<file path="src/rtl/snd_pkg.sv">
// Shared types for the main/sound CPU command mailbox.
package snd_pkg;

  typedef enum logic {
    SNDMB_DROP,
    SNDMB_OVERWRITE
  } full_policy_t;

endpackage

</file>
<file path="src/rtl/snd_fifo.sv">
// Single-direction mailbox FIFO: register-array storage, registered head output,
// selectable drop/overwrite behaviour when pushed while full.
module snd_fifo
  import snd_pkg::*;
#(
  parameter int unsigned  WIDTH       = 8,
  parameter int unsigned  DEPTH       = 4,
  parameter full_policy_t FULL_POLICY = SNDMB_DROP
) (
  input  logic                       clk_sys,
  input  logic                       reset,
  input  logic                       push,
  input  logic [WIDTH-1:0]           din,
  input  logic                       pop,
  output logic [WIDTH-1:0]           dout,
  output logic [$clog2(DEPTH+1)-1:0] count,
  output logic                       full,
  output logic                       empty,
  output logic                       ovf_set
);

  localparam int unsigned PtrW = (DEPTH > 1) ? $clog2(DEPTH) : 1;
  localparam int unsigned CntW = $clog2(DEPTH + 1);

  logic [WIDTH-1:0] mem_q [DEPTH];
  logic [PtrW-1:0]  rptr_q, rptr_d;
  logic [PtrW-1:0]  wptr_q, wptr_d;
  logic [PtrW-1:0]  wr_addr;
  logic [CntW-1:0]  count_q, count_d;
  logic [WIDTH-1:0] dout_q, dout_d;
  logic             do_pop, do_push, do_ovw, wr_en;

  // A single-entry FIFO keeps both pointers pinned at zero.
  function automatic logic [PtrW-1:0] ptr_inc(input logic [PtrW-1:0] p);
    return (DEPTH == 1) ? '0 : p + PtrW'(1);
  endfunction

  function automatic logic [PtrW-1:0] ptr_dec(input logic [PtrW-1:0] p);
    return (DEPTH == 1) ? '0 : p - PtrW'(1);
  endfunction

  assign full  = (count_q == CntW'(DEPTH));
  assign empty = (count_q == '0);
  assign count = count_q;
  assign dout  = dout_q;

  always_comb begin
    do_pop  = pop && !empty;
    do_push = push && (!full || do_pop);
    do_ovw  = push && full && !do_pop && (FULL_POLICY == SNDMB_OVERWRITE);
    ovf_set = push && full && !do_pop;
    wr_en   = do_push || do_ovw;
    wr_addr = do_ovw ? ptr_dec(wptr_q) : wptr_q;
    rptr_d  = do_pop ? ptr_inc(rptr_q) : rptr_q;
    wptr_d  = do_push ? ptr_inc(wptr_q) : wptr_q;

    count_d = count_q;
    if (do_push && !do_pop) begin
      count_d = count_q + CntW'(1);
    end else if (do_pop && !do_push) begin
      count_d = count_q - CntW'(1);
    end

    // Head register tracks the next head; bypass covers a write landing on that slot.
    dout_d = dout_q;
    if (count_d != '0) begin
      dout_d = (wr_en && (wr_addr == rptr_d)) ? din : mem_q[rptr_d];
    end
  end

  always_ff @(posedge clk_sys) begin
    if (reset) begin
      rptr_q  <= '0;
      wptr_q  <= '0;
      count_q <= '0;
      dout_q  <= '0;
    end else begin
      rptr_q  <= rptr_d;
      wptr_q  <= wptr_d;
      count_q <= count_d;
      dout_q  <= dout_d;
    end
  end

  always_ff @(posedge clk_sys) begin
    if (wr_en) begin
      mem_q[wr_addr] <= din;
    end
  end

endmodule

</file>
<file path="src/rtl/snd_mailbox.sv">
// Bidirectional main/sound CPU mailbox: command FIFO towards the sound CPU, reply
// FIFO back to the main CPU, with sticky overflow flags and an active-low sound IRQ.
module snd_mailbox
  import snd_pkg::*;
#(
  parameter int unsigned  WIDTH       = 8,
  parameter int unsigned  M2S_DEPTH   = 4,
  parameter int unsigned  S2M_DEPTH   = 1,
  parameter full_policy_t FULL_POLICY = SNDMB_DROP
) (
  input  logic                           clk_sys,
  input  logic                           reset,
  input  logic                           main_wr,
  input  logic [WIDTH-1:0]               main_din,
  input  logic                           main_rd,
  output logic [WIDTH-1:0]               main_dout,
  output logic                           main_rdy,
  output logic                           main_full,
  input  logic                           snd_wr,
  input  logic [WIDTH-1:0]               snd_din,
  input  logic                           snd_ack,
  output logic [WIDTH-1:0]               snd_dout,
  output logic                           snd_irq_n,
  output logic                           snd_full,
  output logic [$clog2(M2S_DEPTH+1)-1:0] m2s_count,
  output logic [$clog2(S2M_DEPTH+1)-1:0] s2m_count,
  output logic [1:0]                     ovf,
  input  logic [1:0]                     ovf_clr
);

  logic       m2s_empty, s2m_empty;
  logic [1:0] ovf_set;
  logic [1:0] ovf_q, ovf_d;

  snd_fifo #(
    .WIDTH       (WIDTH),
    .DEPTH       (M2S_DEPTH),
    .FULL_POLICY (FULL_POLICY)
  ) u_m2s (
    .clk_sys (clk_sys),
    .reset   (reset),
    .push    (main_wr),
    .din     (main_din),
    .pop     (snd_ack),
    .dout    (snd_dout),
    .count   (m2s_count),
    .full    (main_full),
    .empty   (m2s_empty),
    .ovf_set (ovf_set[0])
  );

  snd_fifo #(
    .WIDTH       (WIDTH),
    .DEPTH       (S2M_DEPTH),
    .FULL_POLICY (FULL_POLICY)
  ) u_s2m (
    .clk_sys (clk_sys),
    .reset   (reset),
    .push    (snd_wr),
    .din     (snd_din),
    .pop     (main_rd),
    .dout    (main_dout),
    .count   (s2m_count),
    .full    (snd_full),
    .empty   (s2m_empty),
    .ovf_set (ovf_set[1])
  );

  // Set has priority over a same-cycle clear.
  always_comb begin
    ovf_d = (ovf_q & ~ovf_clr) | ovf_set;
  end

  always_ff @(posedge clk_sys) begin
    if (reset) begin
      ovf_q <= '0;
    end else begin
      ovf_q <= ovf_d;
    end
  end

  assign ovf       = ovf_q;
  assign snd_irq_n = m2s_empty;
  assign main_rdy  = !s2m_empty;

endmodule

</file>
<file path="config.mk">
export PLATFORM = sky130hd
export DESIGN_NAME = snd_mailbox
export DESIGN_NICKNAME = d
export VERILOG_FILES = /design/src/rtl/snd_pkg.sv /design/src/rtl/snd_fifo.sv /design/src/rtl/snd_mailbox.sv
export SDC_FILE = /design/constraint.sdc
export NUM_CORES = 1
export LEC_CHECK = 0
export ABC_CLOCK_PERIOD_IN_PS = 6100
export CAP_MARGIN = 20
export CORE_ASPECT_RATIO = 0.7
export CORE_MARGIN = 2
export CORE_UTILIZATION = 35
export CTS_BUF_LIST = sky130_fd_sc_hd__clkbuf_4
export DETAILED_ROUTE_END_ITERATION = 6
export GPL_TIMING_DRIVEN = 0
export PLACE_DENSITY = 0.66
export SKIP_LAST_GASP = 1
export SLEW_MARGIN = 20
export SYNTH_ARGS = -nofsm -noshare
export SYNTH_HDL_FRONTEND = slang
export SYNTH_SLANG_ARGS = --single-unit
export TNS_END_PERCENT = 100
</file>
<file path="constraint.sdc">
create_clock -name clk_sys -period 6.1 [get_ports clk_sys]
set_clock_uncertainty 0.2 [all_clocks]
set_input_delay 1.22 -clock clk_sys [delete_from_list [all_inputs] [get_ports clk_sys]]
set_output_delay 1.22 -clock clk_sys [all_outputs]
set_load 0.03 [all_outputs]
</file>
==> flow_metrics.tcl <==
set metrics [dict create \
    status "complete, no violations" \
    drt-initial-drc-count 131 \
    slowest_delay_ns 0.66 \
    yosysSeqAreaShare_pct 54.42 \
    min-delay-path-class "flop to flop" \
    start_kind "flop" \
    clk_path_buf_depth 2 \
    ant_nets 0 \
    synthToLayoutAreaGrowth_pct 23.73 \
    cpMostUsedCell "inv_1" \
    synth_common_cells "mux2i_1, edfxtp_1, dfxtp_1" \
    crit_path_end_kind "primary output" \
    synth_top_area_share_pct 37.53 \
    relSlewSlack_pct 37.68 \
    wl_per_cell_um 14.67 \
    fp.dieW_um 118.3 \
    drive_gt1_share_pct 13.00 \
    portBuffers 49 \
    start_util_pct 35.71 \
    vdd_drop_max_uv 111.0 \
    cp.arrival_ns 2.19 \
    p_leak_nw 1.386 \
    synthArstFlopShare_pct 0 \
    wirelength_mm 6.558 \
    ys_warn_count 0 \
    syn_avg_cell_area_um2 12.41 \
    yosysTopAreaCell "edfxtp_1" \
    grt_pass1_wl_mm 10.94 \
    clk_transition_reported_paths_ns 0.10 \
    dr.pass1.iters 6 \
    coreArea_mm2 0.008962 \
    clock_latency_ns 0.40 \
    viasPerCell 4.895 \
    stdcell_area_mm2 0.003960 \
    diodes 0 \
    dpl.hpwl_mm 4.581 \
    place_area_mm2 0.003846 \
    grt_max_degree 13 \
    syn_area_mm2 0.003201 \
    cts_buffers 9 \
    hold_buffers 0 \
    maxSlewViolCount 0 \
    cts_tree "yes" \
    syn-instance-count 258 \
    grt_pass1_vias 2178 \
    crit_slowest_cell "clkdlybuf4s50_1" \
    worst_pin_slew_ns 0.9286 \
    synth_seq_cells 67 \
    cp_cell_sequence "inv_1 -> ha_1 -> buf_2 -> nand2_1 -> inv_1 -> clkdlybuf4s50_1" \
    clock-sinks 67 \
    fp.dieH_um 84.01 \
    finalNetCount 349 \
    synth_edf_count 40 \
    reg2reg_slack_ns 3.39 \
    fmax_ghz 0.2767 \
    cts_resized 0 \
    ys_types 41 \
    drc_errors 0 \
    final_cells 447 \
    pin_count 50 \
    finalSetupViolations 0 \
    maxCapViolations 0 \
    hold_violations 0 \
    place.gp.congestion 0.7747 \
    finalSetupTns_ns 0 \
    yosysMostFrequentCell "mux2i_1" \
    worstSetupPathType "flop to primary output" \
    cts_root_buf "clkbuf_4" \
    die_area_mm2 0.009937 \
    rows 29 \
    yosys-top-cells-area "edfxtp_1, dfxtp_1, mux2i_1, mux4_2, ha_1" \
    cts_setup_buffers 0 \
    min_period_over_period_pct 59.25 \
    pwr_density_cell_mw_per_mm2 377.5 \
    h-tree-depth 3 \
    antenna_found_initial 0 \
    final.min_clock_period_ns 3.614 \
    synth-main-ff-cell "edfxtp_1" \
    dr_total_vias 2188 \
    grt.total_usage_pct 14.24 \
    fillerInstances 847 \
    worstPathMaxFanout 10 \
    dpl.cell_count 431 \
    synth_nets 289 \
    rsz0062_at_grt "false" \
    finish.utilization_pct 44.19 \
    cp.required_ns 4.68 \
    grt-ovfl-total 0 \
]
==> final timing paths <==
path	start	endpoint	depth (start not counted)
min reg2reg	u_s2m.dout[0]	u_s2m.dout[0]	2
min	u_s2m.dout[0]	u_s2m.dout[0]	2
max	u_m2s.count[1]	main_full	6
max reg2reg	u_m2s.count[1]	u_m2s.dout[4]	11
==> flip-flops by register name, indices dropped and copies added, names as in the netlist <==
| register | count |
|---|---|
| u_m2s.mem_q | 32 |
| ovf | 2 |
| u_m2s.count | 3 |
| u_m2s.dout | 8 |
| u_s2m.dout | 8 |
| u_s2m.mem_q | 8 |
| u_m2s.rptr_q | 2 |
| u_m2s.wptr_q | 2 |
| u_s2m.rptr_q | 1 |
| u_s2m.count | 1 |
==> placed cells by master, fill, tap and decap left out, drive strengths merged, types with 2 or more instances in the layout <==
master	Yosys	routed
dfxtp	27	27
and2	4	4
mux2i	41	41
xnor2	5	5
buf	12	12
clkdlybuf4s50	0	49
nand2	23	23
nand2b	2	2
clkbuf	1	12
mux4	8	8
clkinv	0	4
nor2b	8	8
nand3	2	2
a32o	8	8
ha	7	7
or2	8	8
nand3b	2	2
nor3	4	4
inv	9	9
o21ai	13	13
a21oi	8	8
edfxtp	40	40
nor2	13	13
==> layout make-up <==
cell class	count	area (um^2)	share of cell area [%]
multi-input cells	169	1348	34.03
inverters	9	36.28	0.9163
plain buffers	13	75.07	1.896
clock buffers	11	82.58	2.085
repair buffers	49	490.5	12.39
clock inverters	5	31.28	0.7899
well taps	124	155.1	3.918
flip-flops and latches	67	1742	43.98
==> layer usage <==
metal / GRT usage [%] / part of all wire, % / up-vias
met3: 4.030 / 3.7 / 5
met2: 23.02 / 47 / 41
met1: 18.47 / 48 / 1073
met4: 4.600 / 0.90 / 0
li1: - / - / 1069
met5: 0 / 0 / -
==> power by group <==
part	switching (mW)	total [mW]	internal, mW	leakage, nW
Sequential	0.0371	0.574	0.537	0.594
Clock	0.149	0.240	0.0916	0.0666
Combinational	0.372	0.681	0.308	0.726
==> per-stage QoR <==
| stage | worst slack [ns] | power, mW | hold WS [ns] |
|---|---|---|---|
| 6_report | 2.486 | 1.495 | 0.2548 |
| 5_1_grt | 2.332 | 1.597 | 0.2764 |
| 4_1_cts | 2.471 | 1.509 | 0.2570 |
| 3_5_place_dp | 2.296 | 1.267 | 0.2416 |
| 3_3_place_gp | 2.329 | 1.256 | 0.2377 |
| 2_1_floorplan | 3.324 | 1.066 | 0.2247 |
==> kinds of logic after synthesis <==
logic type,count (synthesis),share of synthesized area (%)
buf+inv,22,3.479
xor+xnor,5,1.368
simple gates,70,11.22
mux,49,18.45
compound gates,37,8.015
flops,67,54.42
fa+ha+maj,8,3.049
==> worst max-delay path: cells and delay by family (launching register included) <==
kind	cells	cell delay, ns
simple gates	1	0.13
fa+ha+maj	1	0.16
flops	1	0.39
buf+inv	4	1.12
(Power assumes the default switching activity.)
